===== src/rtl/shift_seq_if.sv =====
// shift_seq_if
//   Request/response bundle for shift_sequencer.
//   Requester -> sequencer : start, din, shamt, op
//   Sequencer -> requester : busy, done, dout
//   Modports: master (requester side), slave (sequencer side).
interface shift_seq_if #(
    parameter int WIDTH = 32
);
    logic                       start;
    logic [WIDTH-1:0]           din;
    logic [$clog2(WIDTH)-1:0]   shamt;
    logic [1:0]                 op;
    logic                       busy;
    logic                       done;
    logic [WIDTH-1:0]           dout;

    modport master (
        output start, din, shamt, op,
        input  busy, done, dout
    );

    modport slave (
        input  start, din, shamt, op,
        output busy, done, dout
    );
endinterface


===== src/rtl/shift_sequencer.sv =====
// shift_sequencer
//   Multi-cycle shifter: a captured operand is shifted by at most 3 bit
//   positions per cycle until the requested distance is reached, so a
//   32-bit shift by 31 takes 11 SHIFT cycles plus one DONE cycle.
//
//   Ports:
//     clk    - single clock, rising edge
//     reset  - synchronous, active-high
//     bus    - shift_seq_if.slave
//                start/din/shamt/op : request, sampled in IDLE or DONE only
//                busy               : high while in SHIFT
//                done               : one-cycle pulse in DONE
//                dout               : current accumulator (result on done)
//
//   op encoding: 00 LSL, 01 LSR, 10 ASR, 11 ROR (rotate only when the
//   SHIFT_SEQ_ROTATE_EN macro is defined; otherwise 11 acts as LSR and no
//   rotate path is built).
module shift_sequencer #(
    parameter int WIDTH = 32
) (
    input  logic         clk,
    input  logic         reset,
    shift_seq_if.slave   bus
);
    localparam int SW = $clog2(WIDTH);

    localparam logic [1:0] ST_IDLE  = 2'd0;
    localparam logic [1:0] ST_SHIFT = 2'd1;
    localparam logic [1:0] ST_DONE  = 2'd2;

    localparam logic [1:0] OP_LSL = 2'b00;
    localparam logic [1:0] OP_ASR = 2'b10;
`ifdef SHIFT_SEQ_ROTATE_EN
    localparam logic [1:0] OP_ROR = 2'b11;
`endif

    logic [1:0]        state_q, state_d;
    logic [WIDTH-1:0]  acc_q,   acc_d;
    logic [SW-1:0]     rem_q,   rem_d;
    logic [1:0]        op_q,    op_d;

    logic              accept;
    logic [1:0]        step;
    logic [SW-1:0]     rem_next;
    logic [WIDTH-1:0]  acc_shifted;

    // Single 0..3-distance shift stage. Right shifts are done on the
    // operand extended by 3 fill bits on top: zeros (LSR), sign copies
    // (ASR) or the low 3 bits of the operand itself (ROR), which is all a
    // shift of at most 3 ever pulls in.
    function automatic logic [WIDTH-1:0] shift_stage(
        input logic [WIDTH-1:0] a,
        input logic [1:0]       o,
        input logic [1:0]       s
    );
        logic [2:0]       hi;
        logic [WIDTH+2:0] ext;
        logic [WIDTH+2:0] shr;
        logic [WIDTH-1:0] res;
        case (o)
            OP_ASR:  hi = {3{a[WIDTH-1]}};
`ifdef SHIFT_SEQ_ROTATE_EN
            OP_ROR:  hi = a[2:0];
`endif
            default: hi = 3'b000;
        endcase
        ext = {hi, a};
        shr = ext >> s;
        if (o == OP_LSL) res = a << s;
        else             res = shr[WIDTH-1:0];
        return res;
    endfunction

    // Start is only honoured outside SHIFT; in SHIFT it is simply dropped.
    assign accept      = bus.start && (state_q != ST_SHIFT);
    assign step        = (rem_q > SW'(3)) ? 2'd3 : rem_q[1:0];
    assign rem_next    = rem_q - SW'(step);
    assign acc_shifted = shift_stage(acc_q, op_q, step);

    always_comb begin
        state_d = state_q;
        acc_d   = acc_q;
        rem_d   = rem_q;
        op_d    = op_q;
        case (state_q)
            ST_IDLE, ST_DONE: begin
                if (accept) begin
                    acc_d   = bus.din;
                    rem_d   = bus.shamt;
                    op_d    = bus.op;
                    state_d = (bus.shamt != '0) ? ST_SHIFT : ST_DONE;
                end else if (state_q == ST_DONE) begin
                    state_d = ST_IDLE;
                end
            end
            ST_SHIFT: begin
                acc_d = acc_shifted;
                rem_d = rem_next;
                if (rem_next == '0) state_d = ST_DONE;
            end
            default: state_d = ST_IDLE;
        endcase
    end

    always_ff @(posedge clk) begin
        if (reset) begin
            state_q <= ST_IDLE;
            acc_q   <= '0;
            rem_q   <= '0;
            op_q    <= 2'b00;
        end else begin
            state_q <= state_d;
            acc_q   <= acc_d;
            rem_q   <= rem_d;
            op_q    <= op_d;
        end
    end

    assign bus.busy = (state_q == ST_SHIFT);
    assign bus.done = (state_q == ST_DONE);
    assign bus.dout = acc_q;
endmodule


===== src/flat_wrapper.sv =====
// flat-port wrapper written by rule: the top's interface ports become plain ports
module shift_sequencer_flat 
#(
    parameter int WIDTH = 32
)
  (clk, reset, bus_start, bus_din, bus_shamt, bus_op, bus_busy, bus_done, bus_dout);
  shift_seq_if #(.WIDTH(WIDTH)) bus_i ();
  input  logic clk;
  input  logic reset;
  input wire logic [$bits(bus_i.start)-1:0] bus_start;
  input wire logic [$bits(bus_i.din)-1:0] bus_din;
  input wire logic [$bits(bus_i.shamt)-1:0] bus_shamt;
  input wire logic [$bits(bus_i.op)-1:0] bus_op;
  output wire logic [$bits(bus_i.busy)-1:0] bus_busy;
  output wire logic [$bits(bus_i.done)-1:0] bus_done;
  output wire logic [$bits(bus_i.dout)-1:0] bus_dout;
  assign bus_i.start = bus_start;
  assign bus_i.din = bus_din;
  assign bus_i.shamt = bus_shamt;
  assign bus_i.op = bus_op;
  assign bus_busy = bus_i.busy;
  assign bus_done = bus_i.done;
  assign bus_dout = bus_i.dout;
  shift_sequencer #(.WIDTH(WIDTH)) u_core (.clk(clk), .reset(reset), .bus(bus_i));
endmodule

===== config.mk =====
export PLATFORM = sky130hd
export DESIGN_NAME = shift_sequencer_flat
export DESIGN_NICKNAME = d
export VERILOG_FILES = /design/src/rtl/shift_seq_if.sv /design/src/rtl/shift_sequencer.sv /design/src/flat_wrapper.sv
export SDC_FILE = /design/constraint.sdc
export NUM_CORES = 1
export LEC_CHECK = 0
export CORE_MARGIN = 2
export CORE_UTILIZATION = 55
export CTS_BUF_LIST = sky130_fd_sc_hd__clkbuf_16
export DETAILED_ROUTE_END_ITERATION = 12
export PLACE_DENSITY = 0.93
export SLEW_MARGIN = 20
export SYNTH_ARGS = -nofsm -noshare
export SYNTH_HDL_FRONTEND = slang
export SYNTH_SLANG_ARGS = --single-unit

===== constraint.sdc =====
create_clock -name clk -period 3.4 [get_ports clk]
set_input_delay 1.02 -clock clk [delete_from_list [all_inputs] [get_ports clk]]
set_output_delay 1.02 -clock clk [all_outputs]
set_load 0.02 [all_outputs]

==> impl_metrics.json <==
{
  "drive_gt1_share_pct": 9.52,
  "r2r_start": "u_core.rem_q[3]",
  "max-cap-violations": 0,
  "drt_iter0_drc": 760,
  "critPathMaxStageDelay_ps": 600,
  "period_minus_slack_ps": 2630,
  "critPathLaunch": "u_core.state_q[0]",
  "multi_input_area_mm2": 0.00298,
  "clkTransAtPathRegs_ps": 60,
  "grt_pass1_wl_mm": 22.9,
  "fin_area_mm2": 0.00499,
  "status": "completed",
  "r2r-end": "u_core.bus.dout[8]",
  "layout_commonest_cell": "clkdlybuf4s50_1",
  "port_buffers": 75,
  "async_flop_share_pct": 0,
  "cp.arrival_ps": 1610,
  "io-pin-count": 76,
  "gp_congestion": 0.955,
  "fp.dieW_um": 90.9,
  "mostFrequentLayoutCells": "75 x clkdlybuf4s50_1, 61 x nand2_1, 41 x mux2i_1, 41 x nor2_1, 41 x dfxtp_1",
  "fin_skew_ps": 7.54,
  "clock_sinks": 41,
  "setup_viol": 0,
  "nFillCells": 623,
  "start_kind": "flop",
  "fmax_ghz": 0.380,
  "p_per_area_mw_per_mm2": 740,
  "yosysWarnings": 0,
  "htreeDepth": 2,
  "rsz0062_at_grt": "false",
  "remaining_drc_errors": 0,
  "fin_nets": 631,
  "cts_resized": 0,
  "numCtsBuffers": 5,
  "rows": 31,
  "final-max-slew-violation-count": 0,
  "rr_worst_depth": 4,
  "syn_nets": 602,
  "synth.area.top_cells": "dfxtp_1 20%, mux2i_1 9.9%, nand2_1 5.5%, a21oi_1 4.7%, a211oi_1 4.7%",
  "yosysSeqAreaShare_pct": 19.7,
  "clockBufferDepth": 2,
  "cp-endpoint": "bus_busy",
  "p_leak_nw": 1.83,
  "worst_slew_pin_slew_ps": 938,
  "grt_max_degree": 38,
  "cp.required_ps": 2380,
  "vdd_drop_max_mv": 0.332,
  "grt_usage_pct": 33.0,
  "ant_nets": 0,
  "synth_top_area_share_pct": 19.7,
  "seq_area_um2": 821,
  "cp.buffers_inverters": 2,
  "cts_hold_buf": 0,
  "netlist_instances": 559,
  "synth-seq-cells": 41,
  "hold_viol_final": 0,
  "netlist.top_cell.by_area": "dfxtp_1",
  "initial_core_util_pct": 57.0,
  "routed_wl_mm": 14.0,
  "fp.dieH_um": 90.9,
  "antenna_found_initial": 0,
  "rrSetupSlack_ps": 830,
  "dpl_cell_area_mm2": 0.00486,
  "vias": 4860,
  "synth_area_mm2": 0.00416,
  "maxSlewHeadroom_pct": 37.4,
  "crit_slowest_cell": "clkdlybuf4s50_1",
  "crit_chain": "nand2b_1, inv_1, clkdlybuf4s50_1",
  "dp_hpwl_mm": 9.31,
  "ys.flop_type": "dfxtp_1",
  "overflow": 0,
  "cts.root.buffer_cell": "clkbuf_16",
  "cp.depth": 3,
  "grt_pass1_vias": 4688,
  "endpoint_kind": "primary output",
  "worstPathMaxFanout": 10,
  "hold_path_class": "flop to flop",
  "num_antenna_cells": 0,
  "vias_per_cell": 7.07,
  "core_region_area_mm2": 0.00729,
  "wl_per_cell_um": 20.3,
  "cp_top_family": "buffers and inverters",
  "synth_edf_count": 0,
  "worstSetupPathType": "flop to primary output",
  "dieArea_mm2": 0.00827,
  "cts_setup_buffers": 0,
  "syn_area_per_cell_um2": 7.44,
  "worstSkewPairLatency_ps": 290,
  "synth.distinct_cells": 66,
  "tns_ps": 0,
  "finalCritPeriodShare_pct": 77.5,
  "fin_util_pct": 68.4,
  "cts_tree": "done",
  "synthToLayoutAreaGrowth_pct": 20.0,
  "firstDrtPassIters": 5
}
area by class of cell:
type                       instances  area share [%]
clock inverter                     2           0.150
tap                               99            2.48
sequential                        41            16.5
timing repair buffer              95            18.1
multi-input combinational        437            59.7
clock buffer                       5            2.51
inverter                           8           0.602
registers in the layout (all words and copies together), names as in the netlist:
| signal | cells |
|---|---|
| u_core.op_q | 2 |
| u_core.bus.dout | 32 |
| u_core.rem_q | 5 |
| u_core.state_q | 2 |
worst min path at each step:
stage	startpoint	endpoint	slack, ps	cells past startpoint
after global placement	u_core.rem_q[1]	u_core.rem_q[1]	560	2
after detailed placement	u_core.rem_q[1]	u_core.rem_q[1]	570	2
after global routing	u_core.bus.dout[1]	u_core.bus.dout[1]	620	2
final	u_core.rem_q[1]	u_core.rem_q[1]	580	2
after floorplan	u_core.state_q[1]	u_core.state_q[0]	570	3
after CTS	u_core.rem_q[1]	u_core.rem_q[1]	580	2
report_power, final:
group          internal [mW]  switching [mW]  leakage (nW)
Sequential             0.604           0.351         0.338
Clock                  0.263           0.196        0.0685
Combinational          0.999            1.28          1.42
Total                   1.87            1.82          1.83
tightest hold or removal path: stages (launching register included):
cell	delay, ps
dfxtp_1	390
nand2_1	90
a21oi_1	60
synthesized netlist by cell type (all sizes together), types with 7 or more instances:
cell,n
a2111oi,11
clkbuf,42
nor2,42
nor2b,22
o21ai,27
nand2,62
a211oi,27
mux2i,41
a211o,13
dfxtp,41
o22ai,10
a21o,7
a21oi,39
o221a,7
inv,7
buf,31
logic make-up (layout without fill, tap and decap cells):
kind of cell,count (synthesis),in the layout,synth area share (%)
compound gates,210,210,37.6
xor+xnor,1,1,0.211
fa+ha+maj,1,1,0.301
buf+inv,81,110,8.73
flops,41,41,19.7
mux,48,48,12.0
simple gates,177,177,21.4
metrics by stage:
| step | hold slack [ps] | setup slack [ps] | total power [mW] | cells |
|---|---|---|---|---|
| CTS | 580 | 788 | 3.62 | 687 |
| finish | 577 | 766 | 3.69 | 687 |
| floorplan | 572 | 1050 | 2.52 | 559 |
| global placement | 565 | 676 | 3.08 | 680 |
| global route | 624 | 678 | 3.90 | 687 |
| detailed placement | 571 | 596 | 3.15 | 680 |
metal layers:
layer	track usage [%]	share of wire, %	vias up
met2	54.2	46	387
li1	-	-	2180
met5	0	0	-
met1	41.7	39	2202
met3	5.98	11	91
met4	15.9	4.5	0
Note: power is estimated with default switching activity, not from simulation.
